$ cat config.mk
export PLATFORM = sky130hd
export DESIGN_NAME = id_ex_hazard_register_flat
export DESIGN_NICKNAME = d
export VERILOG_FILES = /design/src/rtl/id_ex_hazard_register_if.sv /design/src/rtl/id_ex_hazard_register.sv /design/src/flat_wrapper.sv
export SDC_FILE = /design/constraint.sdc
export NUM_CORES = 1
export LEC_CHECK = 0
export ABC_AREA = 1
export ABC_CLOCK_PERIOD_IN_PS = 2300
export CORE_ASPECT_RATIO = 0.7
export CORE_MARGIN = 3
export CORE_UTILIZATION = 30
export CTS_BUF_LIST = sky130_fd_sc_hd__clkbuf_4 sky130_fd_sc_hd__clkbuf_8
export CTS_CLUSTER_DIAMETER = 40
export DETAILED_ROUTE_END_ITERATION = 12
export PLACE_DENSITY = 0.68
export SLEW_MARGIN = 40
export SYNTH_ARGS = -nofsm -noshare
export SYNTH_HDL_FRONTEND = slang
export SYNTH_SLANG_ARGS = --single-unit
$ cat constraint.sdc
create_clock -name clk -period 2.3 [get_ports clk]
set_clock_uncertainty 0.15 [all_clocks]
set_input_delay 0.345 -clock clk [delete_from_list [all_inputs] [get_ports clk]]
set_output_delay 0.345 -clock clk [all_outputs]
set_load 0.1 [all_outputs]
$ cat src/rtl/id_ex_hazard_register_if.sv
// ID/EX pipeline bus: decoder outputs and operands in, registered EX fields
// and load-use stall controls out.
interface id_ex_hazard_register_if #(
    parameter int DATA_W      = 32,
    parameter int STALL_CNT_W = 16
);
    logic [5:0]             id_opcode;
    logic                   id_reg_dst;
    logic                   id_branch;
    logic                   id_mem_read;
    logic                   id_mem_to_reg;
    logic                   id_mem_write;
    logic                   id_alu_src;
    logic                   id_reg_write;
    logic                   id_jump;
    logic [1:0]             id_alu_op;
    logic [DATA_W-1:0]      id_pc_plus4;
    logic [DATA_W-1:0]      id_rd1;
    logic [DATA_W-1:0]      id_rd2;
    logic [DATA_W-1:0]      id_imm;
    logic [4:0]             id_rs;
    logic [4:0]             id_rt;
    logic [4:0]             id_rd;
    logic [5:0]             id_funct;
    logic                   flush;

    logic                   ex_reg_dst;
    logic                   ex_branch;
    logic                   ex_mem_read;
    logic                   ex_mem_to_reg;
    logic                   ex_mem_write;
    logic                   ex_alu_src;
    logic                   ex_reg_write;
    logic                   ex_jump;
    logic [1:0]             ex_alu_op;
    logic [DATA_W-1:0]      ex_pc_plus4;
    logic [DATA_W-1:0]      ex_rd1;
    logic [DATA_W-1:0]      ex_rd2;
    logic [DATA_W-1:0]      ex_imm;
    logic [4:0]             ex_rs;
    logic [4:0]             ex_rt;
    logic [4:0]             ex_rd;
    logic [5:0]             ex_funct;
    logic                   pc_write;
    logic                   if_id_write;
    logic [STALL_CNT_W-1:0] stall_count;

    modport master (
        output id_opcode, id_reg_dst, id_branch, id_mem_read, id_mem_to_reg,
        output id_mem_write, id_alu_src, id_reg_write, id_jump, id_alu_op,
        output id_pc_plus4, id_rd1, id_rd2, id_imm,
        output id_rs, id_rt, id_rd, id_funct, flush,
        input  ex_reg_dst, ex_branch, ex_mem_read, ex_mem_to_reg,
        input  ex_mem_write, ex_alu_src, ex_reg_write, ex_jump, ex_alu_op,
        input  ex_pc_plus4, ex_rd1, ex_rd2, ex_imm,
        input  ex_rs, ex_rt, ex_rd, ex_funct,
        input  pc_write, if_id_write, stall_count
    );

    modport slave (
        input  id_opcode, id_reg_dst, id_branch, id_mem_read, id_mem_to_reg,
        input  id_mem_write, id_alu_src, id_reg_write, id_jump, id_alu_op,
        input  id_pc_plus4, id_rd1, id_rd2, id_imm,
        input  id_rs, id_rt, id_rd, id_funct, flush,
        output ex_reg_dst, ex_branch, ex_mem_read, ex_mem_to_reg,
        output ex_mem_write, ex_alu_src, ex_reg_write, ex_jump, ex_alu_op,
        output ex_pc_plus4, ex_rd1, ex_rd2, ex_imm,
        output ex_rs, ex_rt, ex_rd, ex_funct,
        output pc_write, if_id_write, stall_count
    );
endinterface

$ cat src/rtl/id_ex_hazard_register.sv
// ID/EX pipeline register with load-use bubble insertion, control
// sanitisation and a saturating stall counter.
module id_ex_hazard_register #(
    parameter int DATA_W      = 32,
    parameter int STALL_CNT_W = 16
) (
    input logic                    clk,
    input logic                    rst_n,
    id_ex_hazard_register_if.slave bus
);
    localparam logic [5:0] OP_RTYPE = 6'b000000;
    localparam logic [5:0] OP_LW    = 6'b100011;
    localparam logic [5:0] OP_SW    = 6'b101011;
    localparam logic [5:0] OP_BEQ   = 6'b000100;
    localparam logic [5:0] OP_J     = 6'b000010;

    typedef struct packed {
        logic       reg_dst;
        logic       branch;
        logic       mem_read;
        logic       mem_to_reg;
        logic       mem_write;
        logic       alu_src;
        logic       reg_write;
        logic       jump;
        logic [1:0] alu_op;
    } ctrl_t;

    typedef struct packed {
        logic [DATA_W-1:0] pc_plus4;
        logic [DATA_W-1:0] rd1;
        logic [DATA_W-1:0] rd2;
        logic [DATA_W-1:0] imm;
        logic [4:0]        rs;
        logic [4:0]        rt;
        logic [4:0]        rd;
        logic [5:0]        funct;
    } data_t;

    ctrl_t                  ctrl_q;
    ctrl_t                  ctrl_id;
    data_t                  data_q;
    data_t                  data_id;
    logic [STALL_CNT_W-1:0] cnt_q;
    logic                   uses_rs;
    logic                   uses_rt;
    logic                   hazard;

    // Decoder don't-cares are replaced so downstream stages never act on them
    always_comb begin
        ctrl_id            = '0;
        ctrl_id.reg_dst    = (bus.id_opcode == OP_RTYPE);
        ctrl_id.branch     = bus.id_branch;
        ctrl_id.mem_read   = (bus.id_opcode == OP_LW);
        ctrl_id.mem_to_reg = bus.id_mem_to_reg;
        ctrl_id.mem_write  = bus.id_mem_write;
        ctrl_id.alu_src    = bus.id_alu_src;
        ctrl_id.reg_write  = bus.id_reg_write & ~bus.id_jump;
        ctrl_id.jump       = bus.id_jump;
        ctrl_id.alu_op     = bus.id_alu_op;
    end

    assign data_id = '{
        pc_plus4: bus.id_pc_plus4,
        rd1:      bus.id_rd1,
        rd2:      bus.id_rd2,
        imm:      bus.id_imm,
        rs:       bus.id_rs,
        rt:       bus.id_rt,
        rd:       bus.id_rd,
        funct:    bus.id_funct
    };

    assign uses_rs = (bus.id_opcode != OP_J);
    assign uses_rt = (bus.id_opcode == OP_RTYPE) ||
                     (bus.id_opcode == OP_SW) ||
                     (bus.id_opcode == OP_BEQ);

    assign hazard = ctrl_q.mem_read && (data_q.rt != 5'd0) &&
                    ((uses_rs && (data_q.rt == bus.id_rs)) ||
                     (uses_rt && (data_q.rt == bus.id_rt))) &&
                    !bus.flush;

    always_ff @(posedge clk or negedge rst_n) begin
        if (!rst_n) begin
            ctrl_q <= '0;
            data_q <= '0;
            cnt_q  <= '0;
        end else begin
            data_q <= data_id;
            if (bus.flush || hazard) begin
                ctrl_q <= '0;
            end else begin
                ctrl_q <= ctrl_id;
            end
            if (hazard && (cnt_q != '1)) begin
                cnt_q <= cnt_q + 1'b1;
            end
        end
    end

    assign bus.ex_reg_dst    = ctrl_q.reg_dst;
    assign bus.ex_branch     = ctrl_q.branch;
    assign bus.ex_mem_read   = ctrl_q.mem_read;
    assign bus.ex_mem_to_reg = ctrl_q.mem_to_reg;
    assign bus.ex_mem_write  = ctrl_q.mem_write;
    assign bus.ex_alu_src    = ctrl_q.alu_src;
    assign bus.ex_reg_write  = ctrl_q.reg_write;
    assign bus.ex_jump       = ctrl_q.jump;
    assign bus.ex_alu_op     = ctrl_q.alu_op;
    assign bus.ex_pc_plus4   = data_q.pc_plus4;
    assign bus.ex_rd1        = data_q.rd1;
    assign bus.ex_rd2        = data_q.rd2;
    assign bus.ex_imm        = data_q.imm;
    assign bus.ex_rs         = data_q.rs;
    assign bus.ex_rt         = data_q.rt;
    assign bus.ex_rd         = data_q.rd;
    assign bus.ex_funct      = data_q.funct;
    assign bus.pc_write      = ~hazard;
    assign bus.if_id_write   = ~hazard;
    assign bus.stall_count   = cnt_q;
endmodule

$ cat src/flat_wrapper.sv
// flat-port wrapper written by rule: the top's interface ports become plain ports
module id_ex_hazard_register_flat 
#(
    parameter int DATA_W      = 32,
    parameter int STALL_CNT_W = 16
)
  (clk, rst_n, bus_id_opcode, bus_id_reg_dst, bus_id_branch, bus_id_mem_read, bus_id_mem_to_reg, bus_id_mem_write, bus_id_alu_src, bus_id_reg_write, bus_id_jump, bus_id_alu_op, bus_id_pc_plus4, bus_id_rd1, bus_id_rd2, bus_id_imm, bus_id_rs, bus_id_rt, bus_id_rd, bus_id_funct, bus_flush, bus_ex_reg_dst, bus_ex_branch, bus_ex_mem_read, bus_ex_mem_to_reg, bus_ex_mem_write, bus_ex_alu_src, bus_ex_reg_write, bus_ex_jump, bus_ex_alu_op, bus_ex_pc_plus4, bus_ex_rd1, bus_ex_rd2, bus_ex_imm, bus_ex_rs, bus_ex_rt, bus_ex_rd, bus_ex_funct, bus_pc_write, bus_if_id_write, bus_stall_count);
  id_ex_hazard_register_if #(.DATA_W(DATA_W), .STALL_CNT_W(STALL_CNT_W)) bus_i ();
  input logic clk;
  input logic rst_n;
  input wire logic [$bits(bus_i.id_opcode)-1:0] bus_id_opcode;
  input wire logic [$bits(bus_i.id_reg_dst)-1:0] bus_id_reg_dst;
  input wire logic [$bits(bus_i.id_branch)-1:0] bus_id_branch;
  input wire logic [$bits(bus_i.id_mem_read)-1:0] bus_id_mem_read;
  input wire logic [$bits(bus_i.id_mem_to_reg)-1:0] bus_id_mem_to_reg;
  input wire logic [$bits(bus_i.id_mem_write)-1:0] bus_id_mem_write;
  input wire logic [$bits(bus_i.id_alu_src)-1:0] bus_id_alu_src;
  input wire logic [$bits(bus_i.id_reg_write)-1:0] bus_id_reg_write;
  input wire logic [$bits(bus_i.id_jump)-1:0] bus_id_jump;
  input wire logic [$bits(bus_i.id_alu_op)-1:0] bus_id_alu_op;
  input wire logic [$bits(bus_i.id_pc_plus4)-1:0] bus_id_pc_plus4;
  input wire logic [$bits(bus_i.id_rd1)-1:0] bus_id_rd1;
  input wire logic [$bits(bus_i.id_rd2)-1:0] bus_id_rd2;
  input wire logic [$bits(bus_i.id_imm)-1:0] bus_id_imm;
  input wire logic [$bits(bus_i.id_rs)-1:0] bus_id_rs;
  input wire logic [$bits(bus_i.id_rt)-1:0] bus_id_rt;
  input wire logic [$bits(bus_i.id_rd)-1:0] bus_id_rd;
  input wire logic [$bits(bus_i.id_funct)-1:0] bus_id_funct;
  input wire logic [$bits(bus_i.flush)-1:0] bus_flush;
  output wire logic [$bits(bus_i.ex_reg_dst)-1:0] bus_ex_reg_dst;
  output wire logic [$bits(bus_i.ex_branch)-1:0] bus_ex_branch;
  output wire logic [$bits(bus_i.ex_mem_read)-1:0] bus_ex_mem_read;
  output wire logic [$bits(bus_i.ex_mem_to_reg)-1:0] bus_ex_mem_to_reg;
  output wire logic [$bits(bus_i.ex_mem_write)-1:0] bus_ex_mem_write;
  output wire logic [$bits(bus_i.ex_alu_src)-1:0] bus_ex_alu_src;
  output wire logic [$bits(bus_i.ex_reg_write)-1:0] bus_ex_reg_write;
  output wire logic [$bits(bus_i.ex_jump)-1:0] bus_ex_jump;
  output wire logic [$bits(bus_i.ex_alu_op)-1:0] bus_ex_alu_op;
  output wire logic [$bits(bus_i.ex_pc_plus4)-1:0] bus_ex_pc_plus4;
  output wire logic [$bits(bus_i.ex_rd1)-1:0] bus_ex_rd1;
  output wire logic [$bits(bus_i.ex_rd2)-1:0] bus_ex_rd2;
  output wire logic [$bits(bus_i.ex_imm)-1:0] bus_ex_imm;
  output wire logic [$bits(bus_i.ex_rs)-1:0] bus_ex_rs;
  output wire logic [$bits(bus_i.ex_rt)-1:0] bus_ex_rt;
  output wire logic [$bits(bus_i.ex_rd)-1:0] bus_ex_rd;
  output wire logic [$bits(bus_i.ex_funct)-1:0] bus_ex_funct;
  output wire logic [$bits(bus_i.pc_write)-1:0] bus_pc_write;
  output wire logic [$bits(bus_i.if_id_write)-1:0] bus_if_id_write;
  output wire logic [$bits(bus_i.stall_count)-1:0] bus_stall_count;
  assign bus_i.id_opcode = bus_id_opcode;
  assign bus_i.id_reg_dst = bus_id_reg_dst;
  assign bus_i.id_branch = bus_id_branch;
  assign bus_i.id_mem_read = bus_id_mem_read;
  assign bus_i.id_mem_to_reg = bus_id_mem_to_reg;
  assign bus_i.id_mem_write = bus_id_mem_write;
  assign bus_i.id_alu_src = bus_id_alu_src;
  assign bus_i.id_reg_write = bus_id_reg_write;
  assign bus_i.id_jump = bus_id_jump;
  assign bus_i.id_alu_op = bus_id_alu_op;
  assign bus_i.id_pc_plus4 = bus_id_pc_plus4;
  assign bus_i.id_rd1 = bus_id_rd1;
  assign bus_i.id_rd2 = bus_id_rd2;
  assign bus_i.id_imm = bus_id_imm;
  assign bus_i.id_rs = bus_id_rs;
  assign bus_i.id_rt = bus_id_rt;
  assign bus_i.id_rd = bus_id_rd;
  assign bus_i.id_funct = bus_id_funct;
  assign bus_i.flush = bus_flush;
  assign bus_ex_reg_dst = bus_i.ex_reg_dst;
  assign bus_ex_branch = bus_i.ex_branch;
  assign bus_ex_mem_read = bus_i.ex_mem_read;
  assign bus_ex_mem_to_reg = bus_i.ex_mem_to_reg;
  assign bus_ex_mem_write = bus_i.ex_mem_write;
  assign bus_ex_alu_src = bus_i.ex_alu_src;
  assign bus_ex_reg_write = bus_i.ex_reg_write;
  assign bus_ex_jump = bus_i.ex_jump;
  assign bus_ex_alu_op = bus_i.ex_alu_op;
  assign bus_ex_pc_plus4 = bus_i.ex_pc_plus4;
  assign bus_ex_rd1 = bus_i.ex_rd1;
  assign bus_ex_rd2 = bus_i.ex_rd2;
  assign bus_ex_imm = bus_i.ex_imm;
  assign bus_ex_rs = bus_i.ex_rs;
  assign bus_ex_rt = bus_i.ex_rt;
  assign bus_ex_rd = bus_i.ex_rd;
  assign bus_ex_funct = bus_i.ex_funct;
  assign bus_pc_write = bus_i.pc_write;
  assign bus_if_id_write = bus_i.if_id_write;
  assign bus_stall_count = bus_i.stall_count;
  id_ex_hazard_register #(.DATA_W(DATA_W), .STALL_CNT_W(STALL_CNT_W)) u_core (.clk(clk), .rst_n(rst_n), .bus(bus_i));
endmodule
==> results of run 1 <==
==> final cells by class <==
cell class / count / area [µm²] / share of cell area
clock buffers: 18 / 241 / 0.0262
well taps: 231 / 289 / 0.0313
multi-input cells: 157 / 877 / 0.0951
flip-flops and latches: 175 / 4400 / 0.477
repair buffers: 355 / 3140 / 0.341
clock inverters: 14 / 168 / 0.0182
inverters: 28 / 105 / 0.0114
==> critical path: cells and delay by family, from the launching register on <==
kind	cells	cell delay (ns)
buffers and inverters	1	0.17
AND/OR/NAND/NOR	4	0.36
XOR/XNOR	1	0.17
flip-flops	1	0.52
AO/OA/AOI/OAI	1	0.24
==> final timing paths <==
check / start / cells past startpoint / slack (ns) / endpoint
max: u_core.bus.ex_rt[4]$_DFF_PN0_ / 7 / -0.1 / bus_pc_write
min: bus_id_pc_plus4[22] / 1 / 0.17 / u_core.bus.ex_pc_plus4[22]$_DFF_PN0_
max reg2reg: u_core.bus.ex_rt[4]$_DFF_PN0_ / 11 / 0.22 / u_core.bus.stall_count[10]$_DFFE_PN0P_
min reg2reg: u_core.bus.stall_count[0]$_DFFE_PN0P_ / 2 / 0.40 / u_core.bus.stall_count[0]$_DFFE_PN0P_
max in group asynchronous: rst_n / 3 / 1.02 / u_core.bus.ex_rt[0]$_DFF_PN0_
min in group asynchronous: rst_n / 2 / 0.27 / u_core.bus.ex_pc_plus4[8]$_DFF_PN0_
==> cell usage in the layout (no fill, tap or decap), types with 4 or more instances in the layout <==
cell	instances
buf_4	184
dfrtp_1	167
clkdlybuf4s50_1	164
nand2_1	63
inv_1	28
nor2_1	25
nand4_1	21
clkbuf_8	17
xnor2_1	9
xor2_1	8
nand3_1	7
nor3_1	5
buf_12	5
dfrtp_4	5
clkinv_4	4
inv_8	4
==> report_power, final <==
group          internal [mW]  switching, mW  total, mW
Clock                  0.928           1.23       2.15
Sequential              3.22         0.0525       3.27
Combinational          0.456           1.28       1.73
Total                   4.60           2.55       7.15
==> logic make-up (layout without fill, tap and decap cells) <==
logic type / Yosys count / count (layout) / synth area share
flops: 175 / 175 / 0.816
simple gates: 134 / 134 / 0.118
xor+xnor: 19 / 19 / 0.0310
buf+inv: 34 / 415 / 0.0273
fa+ha+maj: 1 / 1 / 0.00233
compound gates: 3 / 3 / 0.00490
==> repair_timing <==
item | in CTS | in global routing
pin swaps | 7 | 3
gates resized for setup | 2 | 3
hold buffers | 1 | 0
setup buffers | 1 | 1
endpoints found under the hold margin | 53 | 0
setup endpoints to repair | 2 | 2
==> layer usage <==
| layer | track usage | vias up | share of wire |
|---|---|---|---|
| met5 | 0 | - | 0 |
| met4 | 0.0421 | 0 | 0.011 |
| met3 | 0.0655 | 14 | 0.084 |
| met2 | 0.288 | 229 | 0.51 |
| met1 | 0.196 | 1978 | 0.39 |
| li1 | - | 1894 | - |
==> metrics by stage <==
stage | std cells | area, µm² | util | hold WS [ns]
finish | 978 | 9230 | 0.533 | 0.166
global route | 978 | 9230 | 0.533 | 0.126
CTS | 977 | 9210 | 0.532 | 0.117
detailed placement | 943 | 8770 | 0.506 | 0.190
global placement | 943 | 8770 | 0.506 | 0.186
floorplan | 366 | 5410 | - | -0.101
==> flow_summary.toml, run 1 <==
[timing]
post-route-period-util = 1.04
fin_setup_tns_ns = -0.196
finalHoldViolCount = 0
tightest_slew_ns = 0.517
min_period_ns = 2.40
drv_slew = 0
max_freq_ghz = 0.417
setup_viol = 2
relSlewSlack = 0.655
rsz0062_at_grt = "true"
fin_ws_ns = -0.0984

[final_layout]
area_growth_pct = 72.0
final_nets = 903
layout-drive-gt1-share = 0.328
fillCellCount = 1490
n_antenna_cell = 0

[worst_setup_path]
cp_cell_sequence = "xnor2_2 > nand2_1 > nor2_2 > nand2_2 > a21oi_4 > nand2_8 > buf_12"
end_kind = "output port"
worst_path_max_delay_cell = "dfrtp_4"
required_ns = 1.80
cp-start-kind = "flip-flop"
worst-path-max-fanout = 4
critPathMaxStageDelay_ns = 0.52
crit_type = "flip-flop to output port"
cp.arrival_ns = 1.90

[synth]
synth_area_leaders = "dfrtp_1 (82%), nand2_1 (4.5%), nand4_1 (2.4%)"
synth-edff-count = 0
ys_ff_latch = 175
yosysMostFrequentCell = "dfrtp_1"
syn_area_mm2 = 0.00536
async_reset_ff_frac = 1.00
postSynthCellCount = 366
ys.flop_type = "dfrtp_1"
synthTopCellsByCount = "dfrtp_1 (175), nand2_1 (65), inv_1 (28)"
yosysTopAreaCellShare = 0.816
syn_nets = 535
ys_seq_area_frac = 0.816
synth_warnings = 0
synth.largest_area_cell = "dfrtp_1"
synthDistinctLibCells = 21
postSynthAreaPerCell_um2 = 14.7

[global_routing]
overflow = 0
grtUsageTotal = 0.167
grt_pass1_wl_um = 25200
grt_max_degree = 58
grt_pass1_vias = 4431
antenna_found_initial = 0

[run_status]
outcome = "finished, violations left"
violations = "setup timing"

[clock_tree]
cts_tree = "done"
cts_made_buffers = 17
htreeDepth = 4
clk_pin_slew_ns = 0.11
cts.path.max_buffers = 2
clock_latency_ns = 0.45
cts_num_sinks = 175
root_buffer = "clkbuf_8"

[place]
place_ws_ns = -0.0462
dp_hpwl_um = 13300
gp_congestion = 0.880
portBuffers = 342

[hold_path]
min_path_type = "input pin to flip-flop"

[routing]
first_iter_violations = 219
wire_per_inst_um = 16.9
ant_nets = 0
wirelength_um = 16600
route.detailed.drc = 0
dr.pass1.iters = 4
vias_per_cell = 4.21
routed-via-count = 4115

[floorplan]
coreArea_mm2 = 0.0173
rows = 40
ios = 345
die_w_um = 166
die-area_mm2 = 0.0195
die_h_um = 118
initial_core_util = 0.310

[pwr]
power_mw = 7.15
power_density_mw_per_mm2 = 775
vdd_ir_drop_max_mv = 0.358
p_leak_nw = 4.41

[run]
drv_cap = 0
No activity file was read; power rests on OpenSTA's default activity.
==> inputs of run 2 (changes only) <==
- HOLD_SLACK_MARGIN: unset -> 0.1
- MAX_ROUTING_LAYER: unset -> met4
==> flow_summary.toml, run 2 (synthesis gave the netlist of run 1 again) <==
[place]
portBuffers = 342
gp_congestion = 0.895
place_inst = 943
dp_hpwl_um = 13300
place_area_mm2 = 0.00877

[routing]
vias_per_cell = 4.19
ant_nets = 0
wire_per_inst_um = 17.0
wirelength_um = 16600
route.detailed.drc = 0
dr.pass1.iters = 4
first_iter_violations = 223
routed-via-count = 4100

[worst_setup_path]
required_ns = 1.80
r2r_cells = 11
r2r_slack_ns = 0.22
crit_type = "flip-flop to output port"
cp-start-kind = "flip-flop"
cp.arrival_ns = 1.91
worst-path-max-fanout = 4
end_kind = "output port"

[pwr]
combPwrFrac = 0.242
pwr-share-seq = 0.457
pwr-share-clk = 0.302
p_leak_nw = 4.41
vdd_ir_drop_max_mv = 0.358
power_mw = 7.16
p_sw_mw = 2.56
power_density_mw_per_mm2 = 776
p_int_mw = 4.60
p_sw_frac = 0.357

[hold_path]
min_path_type = "input pin to flip-flop"
holdPathStages = 1

[timing]
min_period_ns = 2.41
setup_viol = 2
rsz0062_at_grt = "true"
drv_slew = 0
fin_setup_tns_ns = -0.214
relSlewSlack = 0.653
post-route-period-util = 1.05
fin_ws_ns = -0.108
tightest_slew_ns = 0.521
max_freq_ghz = 0.415
finalHoldViolCount = 0

[final_layout]
final_common_cell = "buf_4"
final_cell_mix = "buf_4 (184), dfrtp_1 (167), clkdlybuf4s50_1 (164)"
fin_area_mm2 = 0.00923
n_antenna_cell = 0
area_growth_pct = 72.0
final_nets = 903
multiInputGateArea_um2 = 877
final_cells = 978
fillCellCount = 1490
layout-drive-gt1-share = 0.328
regArea_mm2 = 0.00440

[global_routing]
grtUsageTotal = 0.172
overflow = 0
grt_pass1_vias = 4448
grt_pass1_wl_um = 25100
antenna_found_initial = 0
grt_max_degree = 58

[clock_tree]
clock_latency_ns = 0.46
cts_made_buffers = 17
htreeDepth = 4
root_buffer = "clkbuf_8"
cts_num_sinks = 175
cts_tree = "done"
clk_pin_slew_ns = 0.11
cts.path.max_buffers = 2

[run]
drv_cap = 0

[floorplan]
die_h_um = 118
rows = 40
ios = 345
die-area_mm2 = 0.0195
die_w_um = 166
initial_core_util = 0.310
coreArea_mm2 = 0.0173

[run_status]
violations = "setup timing"
outcome = "finished, violations left"
run 2: timing repair:
action,CTS,global route
buffers inserted,1,1
endpoints found under the setup margin,2,2
pin swaps,7,3
gates cloned,0,0
hold endpoints to repair,64,0
gates resized for setup,2,3
hold buffers,1,0
run 2: layout make-up:
| class | count | share of cell area |
|---|---|---|
| sequential | 175 | 0.477 |
| tap | 231 | 0.0313 |
| multi-input combinational | 157 | 0.0951 |
| timing repair buffer | 355 | 0.341 |
| clock inverter | 14 | 0.0182 |
| inverter | 28 | 0.0114 |
| clock buffer | 18 | 0.0262 |
run 2: through the flow:
stage | util | worst slack [ns] | hold WS [ns]
after floorplan | - | -0.0275 | -0.101
after global placement | 0.506 | -0.0353 | 0.186
after detailed placement | 0.506 | -0.0462 | 0.190
after CTS | 0.532 | -0.221 | 0.117
after global routing | 0.533 | -0.236 | 0.126
final | 0.533 | -0.108 | 0.163
run 2: final timing paths:
kind	start	end
worst max-delay path	u_core.bus.ex_rt[0]$_DFF_PN0_	bus_pc_write
worst min register to register	u_core.bus.stall_count[0]$_DFFE_PN0P_	u_core.bus.stall_count[0]$_DFFE_PN0P_
worst min-delay path	bus_id_pc_plus4[22]	u_core.bus.ex_pc_plus4[22]$_DFF_PN0_
min in group asynchronous	rst_n	u_core.bus.ex_pc_plus4[8]$_DFF_PN0_
worst max register to register	u_core.bus.ex_rt[4]$_DFF_PN0_	u_core.bus.stall_count[10]$_DFFE_PN0P_
max in group asynchronous	rst_n	u_core.bus.ex_rt[0]$_DFF_PN0_
run 2: power by group through the flow:
| stage | registers (mW) | clock network (mW) | logic [mW] |
|---|---|---|---|
| floorplan | 4.37 | 0 | 0.0413 |
| global placement | 3.33 | 0 | 1.73 |
| detailed placement | 3.33 | 0 | 1.74 |
| CTS | 3.27 | 2.24 | 1.74 |
| global route | 3.28 | 2.35 | 1.78 |
| finish | 3.27 | 2.16 | 1.73 |
run 2: metal layers:
| layer | wire [µm] | GRT usage | vias to the layer above | share of wire |
|---|---|---|---|---|
| li1 | - | - | 1894 | - |
| met1 | 6590 | 0.200 | 1969 | 0.40 |
| met2 | 8570 | 0.289 | 222 | 0.52 |
| met3 | 1210 | 0.0574 | 15 | 0.073 |
| met4 | 203 | 0.0421 | 0 | 0.012 |
| met5 | 0 | - | - | 0 |
run 2: worst max-delay path, cell delays in order, from the launching register on:
cell and delay, ns:
dfrtp_4 0.52, xnor2_1 0.16, nand2_1 0.06, nor2_1 0.11
nand2_2 0.09, a21oi_4 0.25, nand2_8 0.09, buf_12 0.17
